### config.mk
export PLATFORM = sky130hd
export DESIGN_NAME = kernel2_mul_rr_sched
export DESIGN_NICKNAME = d
export VERILOG_FILES = /design/src/rtl/kernel2_mul_rr_sched.sv
export SDC_FILE = /design/constraint.sdc
export NUM_CORES = 1
export LEC_CHECK = 0
export ABC_AREA = 1
export BUFFER_PORTS_ARGS = -buffer_cell sky130_fd_sc_hd__buf_4
export CORE_MARGIN = 2
export CORE_UTILIZATION = 40
export CTS_CLUSTER_DIAMETER = 150
export CTS_CLUSTER_SIZE = 30
export DETAILED_ROUTE_END_ITERATION = 16
export GPL_ROUTABILITY_DRIVEN = 1
export RECOVER_POWER = 50
export SLEW_MARGIN = 20
export SYNTH_ARGS = -nofsm -noshare
export SYNTH_HDL_FRONTEND = slang
export SYNTH_SLANG_ARGS = --single-unit
### constraint.sdc
create_clock -name ap_clk -period 14.52 [get_ports ap_clk]
set_clock_uncertainty 0.2 [all_clocks]
set_input_delay 0 -clock ap_clk [delete_from_list [all_inputs] [get_ports ap_clk]]
set_output_delay 0 -clock ap_clk [all_outputs]
set_load 0.03 [all_outputs]
### src/rtl/kernel2_mul_rr_sched.sv
// Round-robin front end sharing one pipelined unsigned AW x BW multiplier among NUM_REQ requesters.
// Results leave on a single valid/ready port tagged with the issuing requester index.
module kernel2_mul_rr_sched #(
    parameter int NUM_REQ   = 4,
    parameter int NUM_STAGE = 3,
    parameter int AW        = 13,
    parameter int BW        = 11,
    parameter int IDW       = 3
) (
    input  logic                   ap_clk,
    input  logic                   ap_rst_n,
    input  logic [NUM_REQ-1:0]     req_valid,
    output logic [NUM_REQ-1:0]     req_ready,
    input  logic [NUM_REQ*AW-1:0]  req_a,
    input  logic [NUM_REQ*BW-1:0]  req_b,
    output logic                   rsp_valid,
    input  logic                   rsp_ready,
    output logic [IDW-1:0]         rsp_id,
    output logic [AW+BW-1:0]       rsp_p,
    output logic                   busy
);

    localparam int PW   = AW + BW;
    localparam int PTRW = (NUM_REQ > 1) ? $clog2(NUM_REQ) : 1;

    logic [PTRW-1:0]      rr_ptr;
    logic                 adv;
    logic                 grant_any;
    logic                 transfer;
    logic [PTRW-1:0]      winner;
    logic [AW-1:0]        win_a;
    logic [BW-1:0]        win_b;
    logic [NUM_STAGE-1:0] vld_q;
    logic [IDW-1:0]       id_q [NUM_STAGE];

    assign adv      = !rsp_valid || rsp_ready;
    assign transfer = grant_any && adv;

    // First valid requester at or after rr_ptr, wrapping modulo NUM_REQ.
    always_comb begin : p_arb
        int idx;
        idx       = 0;
        grant_any = 1'b0;
        winner    = '0;
        for (int k = 0; k < NUM_REQ; k++) begin
            idx = int'(rr_ptr) + k;
            if (idx >= NUM_REQ) begin
                idx = idx - NUM_REQ;
            end
            if (!grant_any && req_valid[idx]) begin
                grant_any = 1'b1;
                winner    = PTRW'(idx);
            end
        end
    end

    // Reset gates the grant so no requester sees ready while the pipeline is being cleared.
    always_comb begin
        req_ready = '0;
        if (grant_any && adv && ap_rst_n) begin
            req_ready[winner] = 1'b1;
        end
    end

    assign win_a = req_a[winner*AW +: AW];
    assign win_b = req_b[winner*BW +: BW];

    always_ff @(posedge ap_clk or negedge ap_rst_n) begin
        if (!ap_rst_n) begin
            rr_ptr <= '0;
        end else if (transfer) begin
            if (winner == PTRW'(NUM_REQ - 1)) begin
                rr_ptr <= '0;
            end else begin
                rr_ptr <= winner + PTRW'(1);
            end
        end
    end

    always_ff @(posedge ap_clk or negedge ap_rst_n) begin
        if (!ap_rst_n) begin
            vld_q <= '0;
            for (int i = 0; i < NUM_STAGE; i++) begin
                id_q[i] <= '0;
            end
        end else if (adv) begin
            vld_q[0] <= transfer;
            if (transfer) begin
                id_q[0] <= IDW'(winner);
            end
            for (int i = 1; i < NUM_STAGE; i++) begin
                vld_q[i] <= vld_q[i-1];
                id_q[i]  <= id_q[i-1];
            end
        end
    end

    generate
        if (NUM_STAGE == 1) begin : g_one
            logic [PW-1:0] p_q;

            always_ff @(posedge ap_clk or negedge ap_rst_n) begin
                if (!ap_rst_n) begin
                    p_q <= '0;
                end else if (transfer) begin
                    p_q <= PW'(win_a) * PW'(win_b);
                end
            end

            assign rsp_p = p_q;
        end else begin : g_multi
            // Operands are registered ahead of the multiply so the product maps onto a DSP with input registers.
            logic [AW-1:0] a_q;
            logic [BW-1:0] b_q;
            logic [PW-1:0] p_q [1:NUM_STAGE-1];

            always_ff @(posedge ap_clk or negedge ap_rst_n) begin
                if (!ap_rst_n) begin
                    a_q <= '0;
                    b_q <= '0;
                    for (int i = 1; i < NUM_STAGE; i++) begin
                        p_q[i] <= '0;
                    end
                end else if (adv) begin
                    if (transfer) begin
                        a_q <= win_a;
                        b_q <= win_b;
                    end
                    p_q[1] <= PW'(a_q) * PW'(b_q);
                    for (int i = 2; i < NUM_STAGE; i++) begin
                        p_q[i] <= p_q[i-1];
                    end
                end
            end

            assign rsp_p = p_q[NUM_STAGE-1];
        end
    endgenerate

    assign rsp_valid = vld_q[NUM_STAGE-1];
    assign rsp_id    = id_q[NUM_STAGE-1];
    assign busy      = |vld_q;

endmodule
# Yosys cells after proc, flatten, opt, wreduce, memory -nomap -nowiden
# Cells that the tools add are included.
totals:
  regBits: 83
  in_bits: 103
  output_inout_bits: 33
  wordCells: 74
op_classes:
  add_sub_neg: 8
  mul: 3
  order_cmp: 10
  eq_ne: 1
  n_shift: 2
  muxes: 28
  reduce_logical: 13
op_table:
  columns: ["cell", "n"]
  rows:
  - ["< comparator 32 x 4 -> 1 bit (second input constant)", 4]
  - ["2-to-1 mux 32 bit", 4]
  - ["indexed part select 52 x 7 -> 13 bit", 1]
  - ["indexed part select 44 x 7 -> 11 bit", 1]
  - ["multiplier 13 x 11 -> 24 bit", 1]
  - ["2-to-1 mux 1 bit", 13]
  - ["multiplier 2 x 4 -> 6 bit (second input constant)", 2]
  - ["subtractor 3 x 3 -> 4 bit (second input constant)", 3]
  - ["2-to-1 mux 2 bit", 5]
  - ["greater-or-equal comparator 3 bit (second input constant)", 3]
  - ["binary-select mux 1 bit (select 2 bit)", 4]
  - ["adder 2 x 2 -> 3 bit (second input constant)", 2]
  - ["logical AND 1 bit", 6]
  - ["zero test 1 bit", 4]
  - ["2-to-1 mux 4 bit", 1]
  - ["subtractor 2 x 3 -> 4 bit (second input constant)", 1]
  - ["adder 2 x 1 -> 3 bit (second input constant)", 1]
  - ["greater-or-equal comparator 2 x 3 -> 1 bit (second input constant)", 1]
  - ["< comparator 2 x 3 -> 1 bit (second input constant)", 1]
  - ["OR reduction 3 bit", 1]
  - ["adder 2 x 1 -> 2 bit (second input constant)", 1]
  - ["demux 1 bit (select 2 bit)", 1]
  - ["equality test 2 bit (second input constant)", 1]
  - ["greater-or-equal comparator 2 x 1 -> 1 bit (second input constant)", 1]
  - ["2 further kinds", 2]

# Depth between registers and ports, before layout
depth:
  word_depth: 20
  depth_mapped: 24
  depth_no_buf: 23

# Worst setup path before layout
# No wires, ideal clock.
synth_timing:
  path_type: "register to register"
  startpoint: "reg g_multi.b_q[2]"
  endpoint: "reg g_multi.p_q[39] in the netlist's numbering"
  arrival_time_ns: 4.701
  required_ns: 14.202
  setup_slack_ns: 9.501
  stages_incl_launch_ff: 21
  path_cell_list: "dfrtp_1 -> clkbuf_1 -> nand2_1 -> fa_1 -> fa_1 -> inv_1 -> fa_1 -> fa_1 -> inv_1 -> fa_1 -> inv_1 -> ha_1 -> a21oi_1 -> o21ai_0 -> nand2_1 -> nand2_1 -> a21oi_1 -> inv_1 -> or2_2 -> nand3_1 -> nand2_1"
synth_between:
  elab_chain_cells: 1
synth_rtl:
  columns: ["element", "line_no", "rtl"]
  rows:
  - ["start, declared", "114", "logic [BW-1:0] b_q;"]
  - ["start signal, assigned", "127", "b_q <= win_b;"]
  - ["multiplier 13 x 11 -> 24 bit", "129", "p_q[1] <= PW'(a_q) * PW'(b_q);"]
  - ["end signal, assigned by index", "131", "p_q[i] <= p_q[i-1];"]
  - ["end, declared", "115", "logic [PW-1:0] p_q [1:NUM_STAGE-1];"]
# No other way between the ends.
# A chain may end at the register's enable or synchronous reset.

# Final worst setup path
layout_timing:
  startpoint: "reg g_multi.a_q[8]"
  endpoint: "reg g_multi.p_q[39] in the netlist's numbering"
layout_between:
  elab_chain_cells: 1
layout_rtl:
  columns: ["element", "line_no", "rtl"]
  rows:
  - ["start, declared", "113", "logic [AW-1:0] a_q;"]
  - ["start signal, assigned", "126", "a_q <= win_a;"]
  - ["multiplier 13 x 11 -> 24 bit", "129", null]
# No other way between the ends.

==> results.toml <==
[outcome]
status = "finished, violations left"
violations = "max-capacitance violations, max-slew violations"

[global_routing]
grt_overflow_total = 0
grt_pass1_vias = 8695
grt_antenna_before_repair = 0
grt_use_total_pct = 20.1
grt_pass1_wl_um = 42400
grt_max_degree = 65

[synth]
synth_warnings = 0
synthesis.area_mm2 = 0.00984
synthCells = 1383
postSynthRegisterBits = 83
synth-seq-area-share_pct = 21.1
postSynthAreaPerCell_um2 = 7.11
ys_types = 40
synthesis.nets = 1650

[critical_path]
r2r_end = "g_multi.p_q[39]"
crit_arrival_ns = 5.46
start_kind = "register"
max_stage_delay_ns = 0.69
rr_startpoint = "g_multi.a_q[8]"
end_kind = "register"
cp_cell_sequence = "nand2_1, fa_1, fa_1, inv_1, fa_1, fa_1, inv_1, fa_1, inv_1, ha_1, a21oi_1, o21ai_0, nand2_1, nand2_1, a21oi_1, inv_1, or2_2, nand3_1, nand2_1"
crit_buf_inv = 4
critPathSlowestCell = "dfrtp_1"
reg2reg_slack_ns = 9.12
reg2reg_depth = 19
required_ns = 14.57
worstSetupPathType = "reg -> reg"
critPathMaxFanout = 12
path_common_cell = "fa_1"
critPathTopFamily = "adder cells"

[timing]
finalCritPeriodShare_pct = 37.2
slew-limit-headroom_pct = -70.1
period_minus_slack_ns = 5.40
setup_violations = 0
hold_viol = 0
worstMarginPinSlew_ns = 2.55
fmax_mhz = 185
rsz0062_at_grt = "false"
fin_tns_setup_ns = 0
whs_ns = 0.0177
slew_violations = 86

[cells_and_area]
num-fill-cells = 2456
diodes = 0
nNetsFinal = 1790
synthToLayoutAreaGrowth_pct = 18.9
final_area_mm2 = 0.0117
final_cells = 1852
drive_gt1_share_pct = 10.8

[hold_path]
hold_end = "g_multi.a_q[10]"
hp-class = "in -> reg"
hp-start = "req_a[10]"
holdPathStages = 7

[placement]
dp_hpwl_um = 18500
placed_cells = 1762
io_buffers = 134
gp_congestion = 0.880
dpl_cell_area_mm2 = 0.0108

[flow_run]
maxCapViolCount = 2

[clock_network]
htreeDepth = 3
clock_latency_ns = 0.36
root_buffer = "clkbuf_16"
ctsResizeCount = 0
cts_inserted_buffers = 9
cts_tree = "yes"
clock_path_buffers = 2
cts_sinks = 83
clkTransAtPathRegs_ns = 0.07

[floorplanning]
start_util_pct = 40.6
chipHeight_um = 161
dieArea_mm2 = 0.0259
num_rows = 57
die_w_um = 161
core_mm2 = 0.0242
ios = 136

[routing]
first_iter_violations = 465
dr_total_vias = 8524
wl_per_cell_um = 13.1
drc = 0
drt-vias-per-instance = 4.60
dr.pass1.iters = 5
wirelength_um = 24300
postRouteAntennaNets = 0
## cell families (layout without fill, tap and decap cells)
| kind of cell | count (synthesis) | count (layout) | share of synthesized area [%] |
|---|---|---|---|
| and+or+nand+nor | 690 | 690 | 30.5 |
| buffers and inverters | 386 | 531 | 16.6 |
| adders and majority gates | 164 | 164 | 28.3 |
| DFF | 83 | 83 | 21.1 |
| AOI/OAI and AO/OA | 54 | 54 | 3.05 |
| xor gates and xnor gates | 5 | 5 | 0.445 |
| other | 1 | 1 | 0.0381 |
## synthesized netlist by cell type (all sizes together)
library cell	instances	area share, %
nand4	6	0.38
fa	98	20
nor2	37	1.7
o211ai	2	0.15
o22ai	1	0.064
clkbuf	33	1.3
xnor2	4	0.36
a21boi	2	0.15
a21oi	20	1.0
nand3	104	6.0
nand2	503	20
or2	18	1.1
ha	66	8.4
buf	49	3.7
nor4	1	0.064
a21o	1	0.076
o21ai	22	1.2
xor2	1	0.089
inv	304	12
nand3b	16	1.2
nor3	5	0.25
conb	1	0.038
a31oi	2	0.13
o21a	2	0.15
dfrtp	83	21
o21bai	2	0.15
## through the flow
step                      util (%)  setup slack (ns)
final                         48.2              9.12
after global routing          48.2              8.75
after CTS                     48.8              9.11
after detailed placement      44.5              9.14
after global placement        44.5              9.21
after floorplan                  -              9.50
## what timing repair did
| item | 4_1_cts | 5_1_grt |
|---|---|---|
| hold buffers | 74 | 0 |
| hold endpoints to repair | 62 | 0 |
| buffers inserted | 0 | 0 |
## worst reg2reg max path, cell delays in order, from the launching register on
cell and delay (ns):
dfrtp_1 0.69, nand2_1 0.16, fa_1 0.52, fa_1 0.51
inv_1 0.06, fa_1 0.51, fa_1 0.55, inv_1 0.05
fa_1 0.53, inv_1 0.04, ha_1 0.34, a21oi_1 0.25
o21ai_0 0.14, nand2_1 0.09, nand2_1 0.06, a21oi_1 0.13
inv_1 0.07, or2_2 0.27, nand3_1 0.07, nand2_1 0.05
## cells in the final DEF (no fill, tap or decap), drive strengths merged
cell type and n:
nand2 503, inv 307, buf 107, nand3 104
fa 98, dfrtp 83, dlygate4sd3 73, ha 66
clkbuf 41, nor2 37, o21ai 22, a21oi 20
or2 18, nand3b 16, nand4 6, nor3 5
xnor2 4, a31oi 2, o21bai 2, a21boi 2
o21a 2, o211ai 2, clkinvlp 2, a21o 1
nor4 1, xor2 1, o22ai 1, conb 1
clkinv 1
## flip-flops by register name, indices dropped and copies added (netlist names)
name / flops
g_multi.p_q: 24
rsp_p: 24
g_multi.a_q: 13
g_multi.b_q: 11
id_q: 4
vld_q: 3
rr_ptr: 2
rsp_id: 2
## cell type report
class	count	area (um^2)	share of cell area, %
clock buffer	10	229	1.96
clock inverter	6	48.8	0.417
inverter	304	1140	9.78
multi-input combinational	914	6140	52.5
sequential	83	2080	17.8
tap	324	405	3.47
timing repair buffer	211	1650	14.1
## how the worst max path moves through the flow
| stage | from | to | slack (ns) | cells after the start |
|---|---|---|---|---|
| 6_report | g_multi.a_q[8] | g_multi.p_q[39] | 9.12 | 19 |
| 5_1_grt | g_multi.a_q[7] | g_multi.p_q[39] | 8.75 | 19 |
| 4_1_cts | g_multi.a_q[8] | g_multi.p_q[39] | 9.11 | 19 |
| 3_5_place_dp | g_multi.a_q[8] | g_multi.p_q[39] | 9.14 | 19 |
| 3_3_place_gp | g_multi.a_q[8] | g_multi.p_q[39] | 9.21 | 19 |
| 2_1_floorplan | g_multi.b_q[2] | g_multi.p_q[39] | 9.50 | 20 |
## per-layer routing
layer	wire length, um	part of all wire [%]	track usage [%]	up-vias
met3	1230	5.1	3.20	21
met5	0	0	0	-
li1	-	-	-	4336
met4	322	1.3	4.42	0
met2	10900	45	32.6	213
met1	11800	49	28.4	3954
Power is not shown: default switching activity piles up to over one toggle a cycle in this logic, so the estimate is an artifact.
